===== src/rtl/tanh_pkg.sv =====
// Shared types and constants for the tanh front-end sequencer.
// The SAT state exists only when TANH_SAT_BYPASS_EN is defined.
package tanh_pkg;

    localparam int A_MOD_W        = 17;
    localparam int RES_W          = 16;
    localparam int DEF_LUT_LAT    = 2;
    localparam int DEF_INTERP_LAT = 3;

    localparam logic [A_MOD_W-1:0] SAT_VALUE = 17'h0FFFF;

    typedef enum logic [2:0] {
        ST_IDLE,
        ST_LOOKUP,
        ST_INTERP,
        ST_DONE
`ifdef TANH_SAT_BYPASS_EN
        ,
        ST_SAT
`endif
    } state_t;

endpackage


===== src/rtl/tanh_abs_sat.sv =====
// Combinational operand conditioning: sign extract, absolute value,
// range check and clamp to the 17-bit datapath magnitude (TANH_SAT_BYPASS_EN exposes o_oor).
module tanh_abs_sat
    import tanh_pkg::*;
#(
    parameter int IN_W = 20
) (
    input  logic [IN_W-1:0]    i_x,
    output logic               o_sign,
`ifdef TANH_SAT_BYPASS_EN
    output logic               o_oor,
`endif
    output logic [A_MOD_W-1:0] o_aMod
);

    logic [IN_W-1:0] w_mag;
    logic            w_oor;

    // The magnitude keeps the full operand width, so the most negative input
    // maps to 2^(IN_W-1) and is then caught by the range check.
    assign o_sign = i_x[IN_W-1];
    assign w_mag  = i_x[IN_W-1] ? (-i_x) : i_x;
    assign w_oor  = |w_mag[IN_W-1:A_MOD_W];
    assign o_aMod = w_oor ? {A_MOD_W{1'b1}} : w_mag[A_MOD_W-1:0];

`ifdef TANH_SAT_BYPASS_EN
    assign o_oor = w_oor;
`endif

endmodule


===== src/rtl/tanh_sequencer.sv =====
// Front-end controller for the piecewise-linear tanh datapath: accepts one operand,
// sequences the LUT and interpolation phases, restores the sign (TANH_SAT_BYPASS_EN adds SAT).
module tanh_sequencer
    import tanh_pkg::*;
#(
    parameter int IN_W       = 20,
    parameter int LUT_LAT    = DEF_LUT_LAT,
    parameter int INTERP_LAT = DEF_INTERP_LAT
) (
    input  logic            clock,
    input  logic            reset_n,
    input  logic            in_valid,
    output logic            in_ready,
    input  logic [IN_W-1:0] in_x,
    output logic [16:0]     a_mod,
    output logic            start_tanh,
    output logic            start_interpolation,
    input  logic [15:0]     tanh_result,
    output logic            out_valid,
    input  logic            out_ready,
    output logic [16:0]     out_data,
    output logic            busy
);

    state_t               r_state;
    state_t               w_nextState;
    logic [15:0]          r_cnt;
    logic [A_MOD_W-1:0]   r_aMod;
    logic                 r_sign;
    logic [A_MOD_W-1:0]   r_outData;
    logic                 r_rdyEn;
    logic                 w_sign;
    logic [A_MOD_W-1:0]   w_aMod;
    logic                 w_accept;
`ifdef TANH_SAT_BYPASS_EN
    logic                 w_oor;
`endif

    tanh_abs_sat #(
        .IN_W   (IN_W)
    ) u_absSat (
        .i_x    (in_x),
        .o_sign (w_sign),
`ifdef TANH_SAT_BYPASS_EN
        .o_oor  (w_oor),
`endif
        .o_aMod (w_aMod)
    );

    assign w_accept = in_valid && in_ready;

    always_ff @(posedge clock or negedge reset_n) begin
        if (!reset_n) begin
            r_state <= ST_IDLE;
        end else begin
            r_state <= w_nextState;
        end
    end

    always_comb begin
        w_nextState = r_state;
        case (r_state)
            ST_IDLE: begin
                if (w_accept) begin
`ifdef TANH_SAT_BYPASS_EN
                    w_nextState = w_oor ? ST_SAT : ST_LOOKUP;
`else
                    w_nextState = ST_LOOKUP;
`endif
                end
            end
            ST_LOOKUP: begin
                if (r_cnt == 16'd0) begin
                    w_nextState = ST_INTERP;
                end
            end
            ST_INTERP: begin
                if (r_cnt == 16'd0) begin
                    w_nextState = ST_DONE;
                end
            end
            ST_DONE: begin
                if (out_ready) begin
                    w_nextState = ST_IDLE;
                end
            end
`ifdef TANH_SAT_BYPASS_EN
            ST_SAT: begin
                if (out_ready) begin
                    w_nextState = ST_IDLE;
                end
            end
`endif
            default: w_nextState = ST_IDLE;
        endcase
    end

    // in_ready stays low through reset and for the first edge after release.
    always_comb begin
        in_ready            = 1'b0;
        start_tanh          = 1'b0;
        start_interpolation = 1'b0;
        out_valid           = 1'b0;
        busy                = (r_state != ST_IDLE);
        case (r_state)
            ST_IDLE:   in_ready            = r_rdyEn;
            ST_LOOKUP: start_tanh          = 1'b1;
            ST_INTERP: start_interpolation = 1'b1;
            ST_DONE:   out_valid           = 1'b1;
`ifdef TANH_SAT_BYPASS_EN
            ST_SAT:    out_valid           = 1'b1;
`endif
            default: ;
        endcase
    end

    always_ff @(posedge clock or negedge reset_n) begin
        if (!reset_n) begin
            r_rdyEn <= 1'b0;
        end else begin
            r_rdyEn <= 1'b1;
        end
    end

    // One down-counter serves both phases; it is reloaded at each phase entry.
    always_ff @(posedge clock or negedge reset_n) begin
        if (!reset_n) begin
            r_cnt     <= 16'd0;
            r_aMod    <= '0;
            r_sign    <= 1'b0;
            r_outData <= '0;
        end else if (w_accept) begin
            r_cnt  <= 16'(LUT_LAT - 1);
            r_aMod <= w_aMod;
            r_sign <= w_sign;
`ifdef TANH_SAT_BYPASS_EN
            if (w_oor) begin
                r_outData <= w_sign ? (-SAT_VALUE) : SAT_VALUE;
            end
`endif
        end else if (r_state == ST_LOOKUP) begin
            if (r_cnt == 16'd0) begin
                r_cnt <= 16'(INTERP_LAT - 1);
            end else begin
                r_cnt <= r_cnt - 16'd1;
            end
        end else if (r_state == ST_INTERP) begin
            if (r_cnt == 16'd0) begin
                r_outData <= r_sign ? (-{1'b0, tanh_result}) : {1'b0, tanh_result};
            end else begin
                r_cnt <= r_cnt - 16'd1;
            end
        end
    end

    assign a_mod    = r_aMod;
    assign out_data = r_outData;

endmodule

===== config.mk =====
export PLATFORM = sky130hd
export DESIGN_NAME = tanh_sequencer
export DESIGN_NICKNAME = d
export VERILOG_FILES = /design/src/rtl/tanh_pkg.sv /design/src/rtl/tanh_abs_sat.sv /design/src/rtl/tanh_sequencer.sv
export SDC_FILE = /design/constraint.sdc
export NUM_CORES = 1
export LEC_CHECK = 0
export CORE_MARGIN = 1
export CORE_UTILIZATION = 30
export CTS_BUF_LIST = sky130_fd_sc_hd__clkbuf_16
export DETAILED_ROUTE_END_ITERATION = 8
export MAX_ROUTING_LAYER = met4
export PLACE_DENSITY = 0.59
export SLEW_MARGIN = 5
export SYNTH_ARGS = -nofsm -noshare
export SYNTH_HDL_FRONTEND = slang
export SYNTH_SLANG_ARGS = --single-unit
export TNS_END_PERCENT = 10

===== constraint.sdc =====
create_clock -name clock -period 2.9 [get_ports clock]
set_clock_uncertainty 0.05 [all_clocks]
set_input_delay 0.29 -clock clock [delete_from_list [all_inputs] [get_ports clock]]
set_output_delay 0.29 -clock clock [all_outputs]
set_load 0.005 [all_outputs]

# Word level (Yosys, flattened, before mapping)
# Index checks and enable logic that the tools add are counted.
# op_classes
add_sub_neg	3
n_mux	17
n_reduce_logical	9
bitwise_logic	2
eq_ne	8
# op_table
cell	count
2-to-1 mux 16 bit	5
2-to-1 mux 17 bit	2
2-to-1 mux 20 bit	1
negation 20 bit	1
negation 16 -> 17 bit	1
logical NOT 16 bit	1
subtractor 16 x 1 -> 16 bit, second input constant	1
2-to-1 mux 3 bit	4
case mux 3 bit (4 select lines)	1
AND reduction 4 bit	2
== test 3 x 2 -> 1 bit, second input constant	2
inequality test 2 bit, second input constant	3
nonzero test 3 bit	2
2-to-1 mux 1 bit	4
== test 3 x 1 -> 1 bit, second input constant	1
logical NOT 3 bit	1
inequality test 3 bit, second input constant	1
OR reduction 3 bit	1
inequality test 2 x 1 -> 1 bit, second input constant	1
inverter 1 bit	2
AND reduction 2 bit	1
logical AND 1 bit	1
# word_totals
out_inout_bits	39
register_bits	55
inputBits	40

# Longest topological paths before layout
# depth
word_depth	5
depth_mapped	9

# By module
# A second synthesis with hierarchy kept.
# unflattened
cells_unflattened	381
area_unflattened_um2	3325.7
# by_module_without_submodules
module	instances	area_per_inst_um2	cells_per_inst	seq_area_each_um2
tanh_sequencer	1	2816.5	302	1351.3
tanh_abs_sat	1	509.2	79	0.0

# Worst setup path before layout
# No wires, ideal clock.
# synth_timing
path_type	register -> register
startpoint	register r_cnt[9]
endpoint	register r_outData[10] (netlist: out_data[10])
n_path_buf	2
setup_slack_ps	290
path_stages_with_launch	8
arrival_time_ps	2435
period_less_slack_ps	2610
required_time_ps	2725
path_cell_list	dfrtp_1 -> or4_1 -> buf_2 -> or2_4 -> or4_4 -> nor2_8 -> buf_12 -> mux2_4
# synth_via
elab_chain_len	2
# synth_rtl
item	line	source
from (decl)	tanh_sequencer.sv:27	logic [15:0] r_cnt;
from (signal assigned)	tanh_sequencer.sv:133	r_cnt <= 16'(LUT_LAT - 1);
from (signal assigned)	tanh_sequencer.sv:143	r_cnt <= 16'(INTERP_LAT - 1);
from (signal assigned)	tanh_sequencer.sv:145	r_cnt <= r_cnt - 16'd1;
logical NOT 16 bit	tanh_sequencer.sv:148	if (r_cnt == 16'd0) begin
AND reduction 4 bit (no line)	-	
to (signal assigned)	tanh_sequencer.sv:149	r_outData <= r_sign ? (-{1'b0, tanh_result}) : {1'b0, tanh_result};
to (decl)	tanh_sequencer.sv:30	logic [A_MOD_W-1:0] r_outData;
# Every way passes these cells.
# A chain may end at the register's enable or synchronous reset.

# Worst setup path in the final report
# layout_timing
startpoint	register r_cnt[12]
endpoint	register r_outData[5] (netlist: out_data[5])
# Same word-level chain as after synthesis.

==> results.md <==
- Outcome: completed
- Nets: 451
- Ranking of synthesized cells by area: dfrtp_1 42%, mux2_4 4.7%, xnor2_1 4.1%
- Setup slack at placement: -20.9 ps
- CTS tree: done
- CP arrival: 2760 ps
- Port bufs: 78
- Max Clock Freq: 380 MHz
- Starting DRT DRC Count: 87
- Post-route DRC: 0
- Worst hold path class: in -> async
- CTS Buffer Depth: 2
- Die X: 106 microns
- Routed Antenna Nets: 0
- Die height: 106 microns
- Peak supply drop: 0.202 mV
- DIE AREA: 11200 sq um
- CP Launch Type: register
- DR vias: 2655
- Post-route cell area: 4380 sq um
- Syn_nets: 367
- Fin crit share: 90.7%
- Yosys warns: 0
- Number of synthesized flops with an enable pin: 0
- Most used flip-flop cell after synthesis: dfrtp_1
- Synth cell types: 49
- Post-CTS Hold Buffers: 1
- CP cell instances: or4_1 -> or2_4 -> or4_4 -> nor2_8 -> buf_12 -> mux2_2
- First-pass GRT wire length: 12.5 mm
- Diode count: 0
- Number of global-route vias before repair: 2668
- Core Area: 10400 sq um
- Sequential fraction of the synthesis area: 41.9%
- Dominant cell type by area after synthesis: dfrtp_1
- First-pass iteration count of the detailed router: 4
- Placed Area: 4200 sq um
- GPL Wtd Cong: 0.749
- Clock Pin Slew Worst Setup and Hold Paths: 70 ps
- Initial Util: 31.1%
- GRT Total Usage: 14.4%
- Design Power: 1.59 mW
- Worst Path Class, Setup: reg -> reg
- TritonCTS Buffers: 5
- Post-DP HPWL: 5.60 mm
- Total grt overflow: 0
- Post-Syn Area: 3220 sq um
- Buf/Inv on CP: 1
- CTS Sinks: 54
- CP max stage delay: 580 ps
- Post-CTS setup buffer count: 0
- Fin crit period: 2630 ps
- Util after Layout: 42.2%
- Finished Layout Cells: 541
- Crit. path cell count: 6
- Max_cap viols: 0
- Clock latency on the worst-skew pair: 290 ps
- Worst slew pin tran: 711 ps
- CP top delay family: simple AND/OR/NAND/NOR gates
- Largest fanout on the critical path: 17
- Largest net degree at the start of global routing: 40
- Hold slack: 398 ps
- CTS root buf: clkbuf_16
- Post-synth ARST share: 100%
- Final Max Tran Viols: 0
- RSZ-0062 raised after global routing: no
- R2r startpoint: r_cnt[12]
- Worst Setup EP: out_data[5]
- CTS resizes: 0
- Setup slack after layout: 270 ps
- Flop2flop setup slack: 270 ps
- Vias/cell: 4.91
- Row cnt: 37
- Setup_tns: 0 ps
- Top-area cell type share of the netlist area: 41.9%
- Worst R2R Path Depth: 6
- Share of layout cells above drive strength 1: 11.1%
- Area Growth Syn to Fin: 35.8%
- Synth Instances: 320
- Final setup viols: 0
- Syn_area_per_cell: 10.1 sq um
- Reg2Reg Capture Point: out_data[5]
- Max-slew headroom: 52.4%
- Wire length per cell: 13.5 microns
- Nature of the critical path endpoint: register
- Final hold violation count: 0
- Htree depth: 2
- IO Pins: 79
- Initial antenna violation count: 0
- Worst Path Required: 3030 ps
- Routed WL: 7.32 mm
- Slowest-stage cell, CP: or4_1
- Flops & latches, synth: 54
- Lkg Pwr: 1.79 nW
- CP Launch Point: r_cnt[12]
- Pwr Density: 362 nW/um^2
- Dpl cells: 532
## cell usage after synthesis (all sizes together), types with 2 or more instances
library cell,n
dfrtp,54
nand2,26
nor2,26
a31oi,19
mux2,18
xnor2,15
xor2,15
clkbuf,11
inv,11
nand2b,11
o31ai,11
mux2i,10
o21ai,10
or3,8
ha,7
or4,7
a21boi,6
nand3,5
nor4,5
a2111oi,4
nor3,4
o41ai,4
a21oi,3
and2,3
buf,3
nand3b,3
a211oi,2
nor2b,2
nor3b,2
or2,2
## state kept, by name, indices dropped and copies added (netlist names)
| name | cells |
|---|---|
| r_rdyEn | 1 |
| r_sign | 1 |
| out_data | 17 |
| r_cnt | 16 |
| a_mod | 17 |
| r_state | 2 |
## kinds of logic after synthesis
family	count (synthesis)	synth area share, %
adders and majority gates	7	2.72
buffers and inverters	25	3.49
xor gates and xnor gates	30	8.15
other	1	0.116
and+or+nand+nor	109	18.2
muxes	28	10.6
AOI/OAI and AO/OA	66	14.9
DFF	54	41.9
## per-layer routing
metal / share of wire, % / GRT usage [%]
met4: 1.5 / 4.56
met1: 45 / 16.8
met3: 6.5 / 4.89
met2: 47 / 23.4
met5: 0 / -
## report_power, final
group	internal [mW]	total (mW)	switching (mW)
Sequential	0.753	0.753	0.000277
Combinational	0.0780	0.150	0.0719
Clock	0.408	0.683	0.275
## worst min-delay path by stage
stage | from | endpoint | slack, ps | cells after the start
2_1_floorplan | reset_n | a_mod[0] | -60 | 0
3_3_place_gp | reset_n | out_data[2] | 200 | 1
3_5_place_dp | reset_n | out_data[2] | 200 | 1
4_1_cts | reset_n | out_data[2] | 410 | 2
5_1_grt | reset_n | out_data[2] | 440 | 2
6_report | reset_n | out_data[2] | 400 | 2
## area by class of cell
type | instances | area [sq um]
Timing Repair Buffer | 91 | 888
Fill cell | 1043 | 5990
Clock inverter | 3 | 42.5
Tap cell | 136 | 170
Sequential cell | 54 | 1350
Multi-Input combinational cell | 241 | 1760
Clock buffer | 5 | 125
Inverter | 11 | 41.3
## cell usage in the layout, fill, tap and decap left out, drive strengths merged, types with 3 or more instances in the layout
| master | netlist | final |
|---|---|---|
| nor2 | 26 | 26 |
| xnor2 | 15 | 15 |
| nor3 | 4 | 4 |
| mux2i | 10 | 10 |
| ha | 7 | 7 |
| xor2 | 15 | 15 |
| o21ai | 10 | 10 |
| nand3b | 3 | 3 |
| nand3 | 5 | 5 |
| buf | 3 | 13 |
| mux2 | 18 | 18 |
| and2 | 3 | 3 |
| nand2 | 26 | 26 |
| clkdlybuf4s50 | 0 | 77 |
| a21oi | 3 | 3 |
| nand2b | 11 | 11 |
| o41ai | 4 | 4 |
| or3 | 8 | 8 |
| o31ai | 11 | 11 |
| a31oi | 19 | 19 |
| a21boi | 6 | 6 |
| a2111oi | 4 | 4 |
| inv | 11 | 12 |
| dfrtp | 54 | 54 |
| clkbuf | 11 | 5 |
| or4 | 7 | 7 |
| nor4 | 5 | 5 |
Power figures use the tool's default switching activity.
